<file path="src/rtl/matmul_mem_pkg.sv">
// Shared definitions for the matmul scratchpad memory server.
package matmul_mem_pkg;

    localparam int unsigned DefaultDepth   = 64;
    localparam int unsigned DefaultLatency = 2;
    localparam int unsigned WordWidth      = 32;

    // Engine-side transaction sequencing.
    typedef enum logic [1:0] {
        StIdle,
        StWait,
        StDone
    } state_t;

endpackage

</file>
<file path="src/rtl/matmul_sp_ram.sv">
// Single-port synchronous scratchpad RAM, write-first read-during-write.
module matmul_sp_ram
    import matmul_mem_pkg::*;
#(
    parameter int unsigned DEPTH = DefaultDepth,
    parameter int unsigned AW    = $clog2(DEPTH)
) (
    input  logic                 clk,
    input  logic                 en,
    input  logic                 we,
    input  logic [AW-1:0]        addr,
    input  logic [WordWidth-1:0] wdata,
    output logic [WordWidth-1:0] rdata
);

    logic [WordWidth-1:0] mem [DEPTH];

    // Storage array and registered read port; contents are never reset.
    always_ff @(posedge clk) begin
        if (en) begin
            if (we) begin
                mem[addr] <= wdata;
                rdata     <= wdata;
            end else begin
                rdata <= mem[addr];
            end
        end
    end

endmodule

</file>
<file path="src/rtl/matmul_mem_server.sv">
// Scratchpad server: fixed-latency engine port plus opportunistic host port.
module matmul_mem_server
    import matmul_mem_pkg::*;
#(
    parameter int unsigned DEPTH   = DefaultDepth,
    parameter int unsigned LATENCY = DefaultLatency
) (
    input  logic                     clk,
    input  logic                     rst,
    input  logic                     req_start,
    input  logic                     req_we,
    input  logic [31:0]              req_addr,
    input  logic [31:0]              req_wdata,
    output logic                     req_done,
    output logic [31:0]              req_rdata,
    input  logic                     host_en,
    input  logic                     host_we,
    input  logic [$clog2(DEPTH)-1:0] host_addr,
    input  logic [31:0]              host_wdata,
    output logic                     host_ready,
    output logic [31:0]              host_rdata,
    output logic                     err,
    output logic [15:0]              txn_count
);

    localparam int unsigned AW = $clog2(DEPTH);

    state_t        state_q, state_d;
    logic [3:0]    cnt_q, cnt_d;

    logic          we_q;
    logic          bad_q;
    logic [AW-1:0] idx_q;
    logic [31:0]   wdata_q;

    logic [31:0]   rdata_hold_q;
    logic          err_q;
    logic [15:0]   txn_q;
    logic          host_pend_q;
    logic [31:0]   host_hold_q;

    logic          accept;
    logic          req_bad;
    logic [AW-1:0] req_idx;

    logic          ram_en;
    logic          ram_we;
    logic [AW-1:0] ram_addr;
    logic [31:0]   ram_wdata;
    logic [31:0]   ram_rdata;

    assign req_idx    = req_addr[2 +: AW];
    assign req_bad    = (req_addr[1:0] != 2'b00) || (req_addr >= 32'(4 * DEPTH));
    assign accept     = (state_q == StIdle) && req_start;
    assign host_ready = (state_q == StIdle) && !req_start;

    // Next-state: WAIT lasts LATENCY-1 cycles, skipped entirely when LATENCY is 1.
    always_comb begin
        state_d = state_q;
        cnt_d   = cnt_q;
        unique case (state_q)
            StIdle: begin
                if (req_start) begin
                    if (LATENCY == 1) begin
                        state_d = StDone;
                    end else begin
                        state_d = StWait;
                        cnt_d   = 4'd1;
                    end
                end
            end
            StWait: begin
                if (cnt_q == 4'(LATENCY - 1)) begin
                    state_d = StDone;
                end else begin
                    cnt_d = cnt_q + 4'd1;
                end
            end
            StDone:  state_d = StIdle;
            default: state_d = StIdle;
        endcase
    end

    // State register.
    always_ff @(posedge clk) begin
        if (rst) begin
            state_q <= StIdle;
            cnt_q   <= 4'd0;
        end else begin
            state_q <= state_d;
            cnt_q   <= cnt_d;
        end
    end

    // Capture the engine request on acceptance; datapath only, no reset needed.
    always_ff @(posedge clk) begin
        if (accept) begin
            we_q    <= req_we;
            bad_q   <= req_bad;
            idx_q   <= req_idx;
            wdata_q <= req_wdata;
        end
    end

    // RAM port arbitration. The engine read is issued while waiting (or at
    // acceptance) so the registered RAM output lines up with the DONE cycle.
    always_comb begin
        ram_en    = 1'b0;
        ram_we    = 1'b0;
        ram_addr  = host_addr;
        ram_wdata = host_wdata;
        if (!rst) begin
            unique case (state_q)
                StIdle: begin
                    if (req_start) begin
                        ram_en   = 1'b1;
                        ram_addr = req_idx;
                    end else if (host_en) begin
                        ram_en = 1'b1;
                        ram_we = host_we;
                    end
                end
                StWait: begin
                    ram_en   = 1'b1;
                    ram_addr = idx_q;
                end
                StDone: begin
                    if (we_q && !bad_q) begin
                        ram_en    = 1'b1;
                        ram_we    = 1'b1;
                        ram_addr  = idx_q;
                        ram_wdata = wdata_q;
                    end
                end
                default: ;
            endcase
        end
    end

    // Completion bookkeeping and held read data for both ports.
    always_ff @(posedge clk) begin
        if (rst) begin
            rdata_hold_q <= 32'd0;
            err_q        <= 1'b0;
            txn_q        <= 16'd0;
            host_pend_q  <= 1'b0;
            host_hold_q  <= 32'd0;
        end else begin
            if (state_q == StDone) begin
                txn_q <= txn_q + 16'd1;
                if (bad_q) begin
                    err_q        <= 1'b1;
                    rdata_hold_q <= 32'd0;
                end else if (!we_q) begin
                    rdata_hold_q <= ram_rdata;
                end
            end
            host_pend_q <= host_en && host_ready && !host_we;
            if (host_pend_q) begin
                host_hold_q <= ram_rdata;
            end
        end
    end

    // Outputs: fresh RAM data in its valid cycle, held copy afterwards.
    always_comb begin
        req_done   = (state_q == StDone);
        req_rdata  = rdata_hold_q;
        if (req_done && bad_q) begin
            req_rdata = 32'd0;
        end else if (req_done && !we_q) begin
            req_rdata = ram_rdata;
        end
        host_rdata = host_pend_q ? ram_rdata : host_hold_q;
        err        = err_q;
        txn_count  = txn_q;
    end

    matmul_sp_ram #(
        .DEPTH (DEPTH),
        .AW    (AW)
    ) u_ram (
        .clk   (clk),
        .en    (ram_en),
        .we    (ram_we),
        .addr  (ram_addr),
        .wdata (ram_wdata),
        .rdata (ram_rdata)
    );

endmodule

</file>
<file path="config.mk">
export PLATFORM = sky130hd
export DESIGN_NAME = matmul_mem_server
export DESIGN_NICKNAME = d
export VERILOG_FILES = /design/src/rtl/matmul_mem_pkg.sv /design/src/rtl/matmul_sp_ram.sv /design/src/rtl/matmul_mem_server.sv
export SDC_FILE = /design/constraint.sdc
export NUM_CORES = 2
export LEC_CHECK = 0
export CAP_MARGIN = 20
export CORE_UTILIZATION = 54
export DETAILED_ROUTE_END_ITERATION = 12
export PLACE_DENSITY = 0.85
export REMOVE_ABC_BUFFERS = 1
export SLEW_MARGIN = 30
export SYNTH_ARGS = -nofsm -noshare
export SYNTH_HDL_FRONTEND = slang
export SYNTH_SLANG_ARGS = --single-unit
</file>
<file path="constraint.sdc">
create_clock -name clk -period 7.27 [get_ports clk]
set_clock_uncertainty 0.2 [all_clocks]
set_input_delay 2.181 -clock clk [delete_from_list [all_inputs] [get_ports clk]]
set_output_delay 2.181 -clock clk [all_outputs]
set_load 0.05 [all_outputs]
</file>
# [Word-level counts from Yosys, hierarchy flattened]
# Memories as Yosys holds them, arrays and structs flattened. A register that Yosys moved wholly into a read port is not among the register bits.
# Cells that the tools add are included.
[word_totals] romBits=0 reg_bits=128 n_memories=1 latchBits=0 in_bits=108 out_inout_bits=83 mem_bits_rw=2048 wordCells=71
[op_classes] bitwise_logic=0 shift=0 addsub=2 eq_ne=7 reduce_logical=19 n_lt_le_gt_ge=1 multipliers=0 div_mod_pow=0 n_mux=30
[mem_list] memory="u_ram.mem" words=64 width=32 read_ports=1 rd_ports_with_merged_regs=1 write_ports=1 line="matmul_sp_ram.sv:16" source="logic [WordWidth-1:0] mem [DEPTH];"
[ops] operator="$mux 32" n=8
[ops] operator="$ge 32x9->1 const B" n=1
[ops] operator="$mux 6" n=3
[ops] operator="$pmux 6 s3" n=1
[ops] operator="$add 16x1->16 const B" n=1
[ops] operator="$mux 1" n=10
[ops] operator="$mux 4" n=2
[ops] operator="$pmux 4 s2" n=1
[ops] operator="$logic_and 1x1->1" n=7
[ops] operator="$ne 2x2->1 const B" n=3
[ops] operator="$reduce_and 2->1" n=3
[ops] operator="$add 4x1->4 const B" n=1
[ops] operator="$eq 4x1->1 const B" n=1
[ops] operator="$logic_not 1->1" n=4
[ops] operator="$mux 2" n=2
[ops] operator="$pmux 2 s2" n=1
[ops] operator="$reduce_bool 2->1" n=2
[ops] operator="$pmux 1 s3" n=1
[ops] operator="$reduce_and 3->1" n=1
[ops] operator="$eq 2x1->1 const B" n=1
[ops] operator="$eq 2x2->1 const B" n=1
[ops] operator="$logic_not 2->1" n=1
[ops] operator="$ne 2x1->1 const B" n=1
[ops] operator="$pmux 1 s2" n=1
[ops] operator="$logic_or 1x1->1" n=1

# [Depth between registers and ports, before layout]
[depth] depth_word=8 depth_mapped=14

# [Cells and area by module]
# From an unflattened synthesis, not the netlist that was laid out.
[unflattened] hier_cells=4674 hier_area_um2=85474.5
[by_module_without_submodules] mod="matmul_sp_ram" area_per_inst_um2=80060.5 cells_per_inst=4226 n_inst=1 seq_area_each_um2=62459.9
[by_module_without_submodules] mod="matmul_mem_server" area_per_inst_um2=5413.9 cells_per_inst=448 n_inst=1 seq_area_each_um2=2962.8

# [Least setup slack after synthesis]
# Ideal clock, no wire load.
[synth_path] kind="input port to flip-flop" start="input req_start" end="memory u_ram.mem[10][0] (enable)" setup_slack_ns=0.051 arrival_ns=6.598 t_required_ns=6.649 cell_stages=6 path_cell_list="nor3b_2 -> a22oi_1 -> o21ai_1 -> nand3_1 -> clkbuf_1 -> nor2_1"
[synth_between] elab_chain_cells=6 elab_cells_between_ends=12 cone_classes="mux (12)"
[synth_lines] item="from (decl)" line="matmul_mem_server.sv:10" source="input logic req_start,"
[synth_lines] item="$mux 1" line="matmul_mem_server.sv:115" source="if (req_start) begin"
[synth_lines] item="$pmux 1 s2" line="matmul_mem_server.sv:113" source="unique case (state_q)"
[synth_lines] item="$mux 1" line="matmul_mem_server.sv:112" source="if (!rst) begin"
[synth_lines] item="$mux 1" line="matmul_sp_ram.sv:21" source="if (we) begin"
[synth_lines] item="$mux 1" line="matmul_sp_ram.sv:20" source="if (en) begin"
[synth_lines] item="$mux 1 (not written as such)" line="matmul_sp_ram.sv:22" source="mem[addr] <= wdata;"
[synth_lines] item="to (decl)" line="matmul_sp_ram.sv:16"
# Parallel ways exist; a longest one is shown, timed or not.

# [Worst setup path in the final report]
[layout_path] start="register state_q[1]" end="output req_rdata[6]"
[layout_between] elab_chain_cells=4 elab_cells_between_ends=5 cone_classes="eq/ne (1); mux (2); reduce/logical (2)"
[layout_lines] item="from (decl)" line="matmul_mem_server.sv:28" source="state_t state_q, state_d;"
[layout_lines] item="from (signal assigned)" line="matmul_mem_server.sv:87" source="state_q <= StIdle;"
[layout_lines] item="from (signal assigned)" line="matmul_mem_server.sv:90" source="state_q <= state_d;"
[layout_lines] item="$eq 2x2->1 (*)" line="matmul_mem_server.sv:167" source="req_done = (state_q == StDone);"
[layout_lines] item="$logic_and 1x1->1" line="matmul_mem_server.sv:171" source="end else if (req_done && !we_q) begin"
[layout_lines] item="$mux 32" line="matmul_mem_server.sv:171"
[layout_lines] item="$mux 32 (*)" line="matmul_mem_server.sv:169" source="if (req_done && bad_q) begin"
[layout_lines] item="to (decl)" line="matmul_mem_server.sv:15" source="output logic [31:0] req_rdata,"
# Mark *: on every way between the ends. The rest lies on a longest branch, timed or not.

==> impl_metrics.env <==
export IMPL_die_w_um=399
export IMPL_netlist_area_um2=85300
export IMPL_path_clk_slew_ns=0.07
export IMPL_ys_top_cells_by_count="2120 x edfxtp_1, 897 x mux2i_1, 448 x o22ai_1"
export IMPL_dp_slack_ns=0.467
export IMPL_syn_to_final_growth_pct=15.4
export IMPL_synth_mux_area_share_pct=11.4
export IMPL_ios=191
export IMPL_cts_root_buf="clkbuf_16"
export IMPL_cts_tree="built"
export IMPL_synth_top_family_by_area="multiplexers"
export IMPL_layout_setup_ws_ns=0.882
export IMPL_rr_endpoint="u_ram.rdata[20]"
export IMPL_synth_top_area_cell="edfxtp_1"
export IMPL_dp_cells=7330
export IMPL_hpwl_um=141000
export IMPL_core_area_um2=157000
export IMPL_insertion_delay_ns=0.84
export IMPL_start_util_pct=54.5
export IMPL_drive_gt1_share_pct=13.5
export IMPL_status="completed"
export IMPL_cts_sink_count=2208
export IMPL_report_final_hold_viol_count=0
export IMPL_worst_pin_slew_ns=1.00
export IMPL_cp_data_required_time_ns=4.89
export IMPL_post_cts_setup_buffer_count=0
export IMPL_multi_input_area_um2=19100
export IMPL_synth_simple_area_share_pct=4.17
export IMPL_grt_first_pass_wirelength_um=345000
export IMPL_maxCapViolations=0
export IMPL_synth_main_ff_cell="edfxtp_1"
export IMPL_dr_first_iter_drc_count=9828
export IMPL_power_mw=26.9
export IMPL_cts_hold_buf=0
export IMPL_rsz0062_at_grt="no"
export IMPL_p_clk_share_pct=38.4
export IMPL_worstHoldStart="txn_count[14]"
export IMPL_drv_slew=0
export IMPL_rrSetupSlack_ns=2.02
export IMPL_p_seq_share_pct=52.4
export IMPL_synth_area_per_cell_um2=16.9
export IMPL_wl_per_cell_um=31.7
export IMPL_track_usage_pct=30.0
export IMPL_cp_arrival_ns=4.01
export IMPL_maxSlewHeadroom_pct=33.3
export IMPL_numCtsBuffers=193
export IMPL_fin_area_um2=98500
export IMPL_swShare_pct=23.1
export IMPL_drtPass1Iterations=6
export IMPL_hold_path_class="flip-flop to flip-flop"
export IMPL_async_reset_ff_share_pct=0
export IMPL_pwr_share_comb_pct=9.3
export IMPL_rows=145
export IMPL_synth_compound_area_share_pct=5.86
export IMPL_max_freq_mhz=157
export IMPL_holdPathEnd="txn_count[14]"
export IMPL_gp_congestion=0.920
export IMPL_irDropWorstVdd_v=0.000229
export IMPL_yosysTopAreaCellShare_pct=74.6
export IMPL_ys_seq_area_share_pct=76.7
export IMPL_synthXorXnorAreaFrac_pct=0.113
export IMPL_holdPathStages=2
export IMPL_vias_per_cell=6.85
export IMPL_num_nets_final=5578
export IMPL_yosysMostFrequentCell="edfxtp_1"
export IMPL_start_kind="flip-flop"
export IMPL_seq_area_um2=65400
export IMPL_grt_max_degree=113
export IMPL_ys_types=49
export IMPL_p_switching_mw=6.22
export IMPL_path_class="flip-flop to output port"
export IMPL_min_period_ns=6.39
export IMPL_ys_ff_latch=2208
export IMPL_grt_overflow=0
export IMPL_final_cell_count_no_fill=7687
export IMPL_die_y_um=399
export IMPL_r2r_start="state_q[1]"
export IMPL_ctsResizeCount=0
export IMPL_design_die_area_um2=160000
export IMPL_p_int_mw=20.7
export IMPL_path_max_fanout=21
export IMPL_drt_wl_total_um=244000
export IMPL_num_vias=52632
export IMPL_tns_ns=0
export IMPL_synthAdderAreaFrac_pct=0.0440
export IMPL_finalCritPeriodShare_pct=87.9
export IMPL_clk_path_buf_depth=3
export IMPL_syn_inst=5060
export IMPL_num_fill_cells=9697
export IMPL_synthTopCellsByArea="edfxtp_1 75%, mux2i_1 11%, o22ai_1 3.3%"
export IMPL_h_tree_depth=4
export IMPL_cp_end_kind="output port"
export IMPL_drcViolationCount=0
export IMPL_first_global_vias=51295
export IMPL_synth_edff_count=2120
export IMPL_p_leak_nw=34.2
export IMPL_ant_nets=0
export IMPL_ys_warn_count=0
export IMPL_antenna_found_initial=18
export IMPL_dpl_cell_area_um2=92200
export IMPL_reg2regPathDepth=11
export IMPL_power_density_nw_per_um2=274
export IMPL_setup_viol=0
export IMPL_io_buffers=190
## worst max-delay path: stages, from the launching register on
cell and delay, ns:
dfxtp_1 0.63, nor2b_1 0.75, o21ai_2 0.39, buf_4 0.36, a22o_1 0.31, clkdlybuf4s50_1 0.72
## area by class of cell
cell class	instances	share of cell area (%)
diodes	5	0.0127
clock buffers	242	5.20
clock inverters	110	1.20
inverters	2	0.00762
multi-input cells	2542	19.4
flip-flops and latches	2208	66.4
well taps	2058	2.61
repair buffers	520	5.13
## sequential cells by signal, indices dropped and copies added (netlist names)
| name | flops |
|---|---|
| we_q | 1 |
| rdata_hold_q | 32 |
| bad_q | 1 |
| idx_q | 6 |
| wdata_q | 32 |
| u_ram.rdata | 32 |
| u_ram.mem | 2048 |
| host_pend_q | 1 |
| err | 1 |
| cnt_q | 4 |
| state_q | 2 |
| host_hold_q | 32 |
| txn_count | 16 |
## cell families (layout without fill, tap and decap cells)
logic type,after synthesis,count (layout)
AO/OA/AOI/OAI,811,811
XOR/XNOR,11,11
adder cells (fa/ha/maj),3,3
buffers and inverters,310,874
flip-flops,2208,2208
multiplexers,961,961
other,0,5
AND/OR/NAND/NOR,756,756
## layer usage
layer  part of all wire, %  GRT usage [%]
met5                 0.056              0
met4                   5.6           15.5
met3                    16           9.66
met2                    46           46.8
met1                    33           37.6
## power by group through the flow
stage	clock [mW]	sequential [mW]	combinational [mW]
2_1_floorplan	0	14.3	3.50
3_3_place_gp	0	14.4	2.28
3_5_place_dp	0	14.4	2.36
4_1_cts	10.3	14.1	2.41
5_1_grt	10.8	14.1	2.55
6_report	10.3	14.1	2.50
## worst max-delay path by stage
stage	endpoint	slack [ns]	startpoint	cells past startpoint
final	req_rdata[6]	0.88	state_q[1]	5
after global routing	req_rdata[11]	0.79	state_q[1]	5
after CTS	req_rdata[11]	0.90	state_q[1]	5
after detailed placement	u_ram.rdata[9]	0.47	req_start	12
after global placement	u_ram.rdata[9]	0.49	req_start	12
after floorplan	u_ram.mem[11][0]	-70.06	host_addr[0]	4
## metrics by stage
step	utilization [%]	hold slack, ns
CTS	62.9	0.314
detailed placement	58.9	0.294
finish	62.9	0.319
floorplan	-	0.299
global placement	58.8	0.267
global route	62.9	0.353
## layout by cell type, fill, tap and decap left out, drive strengths merged, types with 68 or more instances in the layout
| cell | synthesis | routed |
|---|---|---|
| o21ai | 236 | 236 |
| nand4 | 69 | 69 |
| nor2b | 68 | 68 |
| nor2 | 93 | 93 |
| o22ai | 448 | 448 |
| clkdlybuf4s50 | 0 | 189 |
| nand2 | 284 | 284 |
| nand3 | 195 | 195 |
| edfxtp | 2120 | 2120 |
| clkinv | 0 | 71 |
| buf | 179 | 331 |
| dfxtp | 88 | 88 |
| clkbuf | 129 | 242 |
| mux2i | 897 | 897 |
Power figures use the tool's default switching activity.
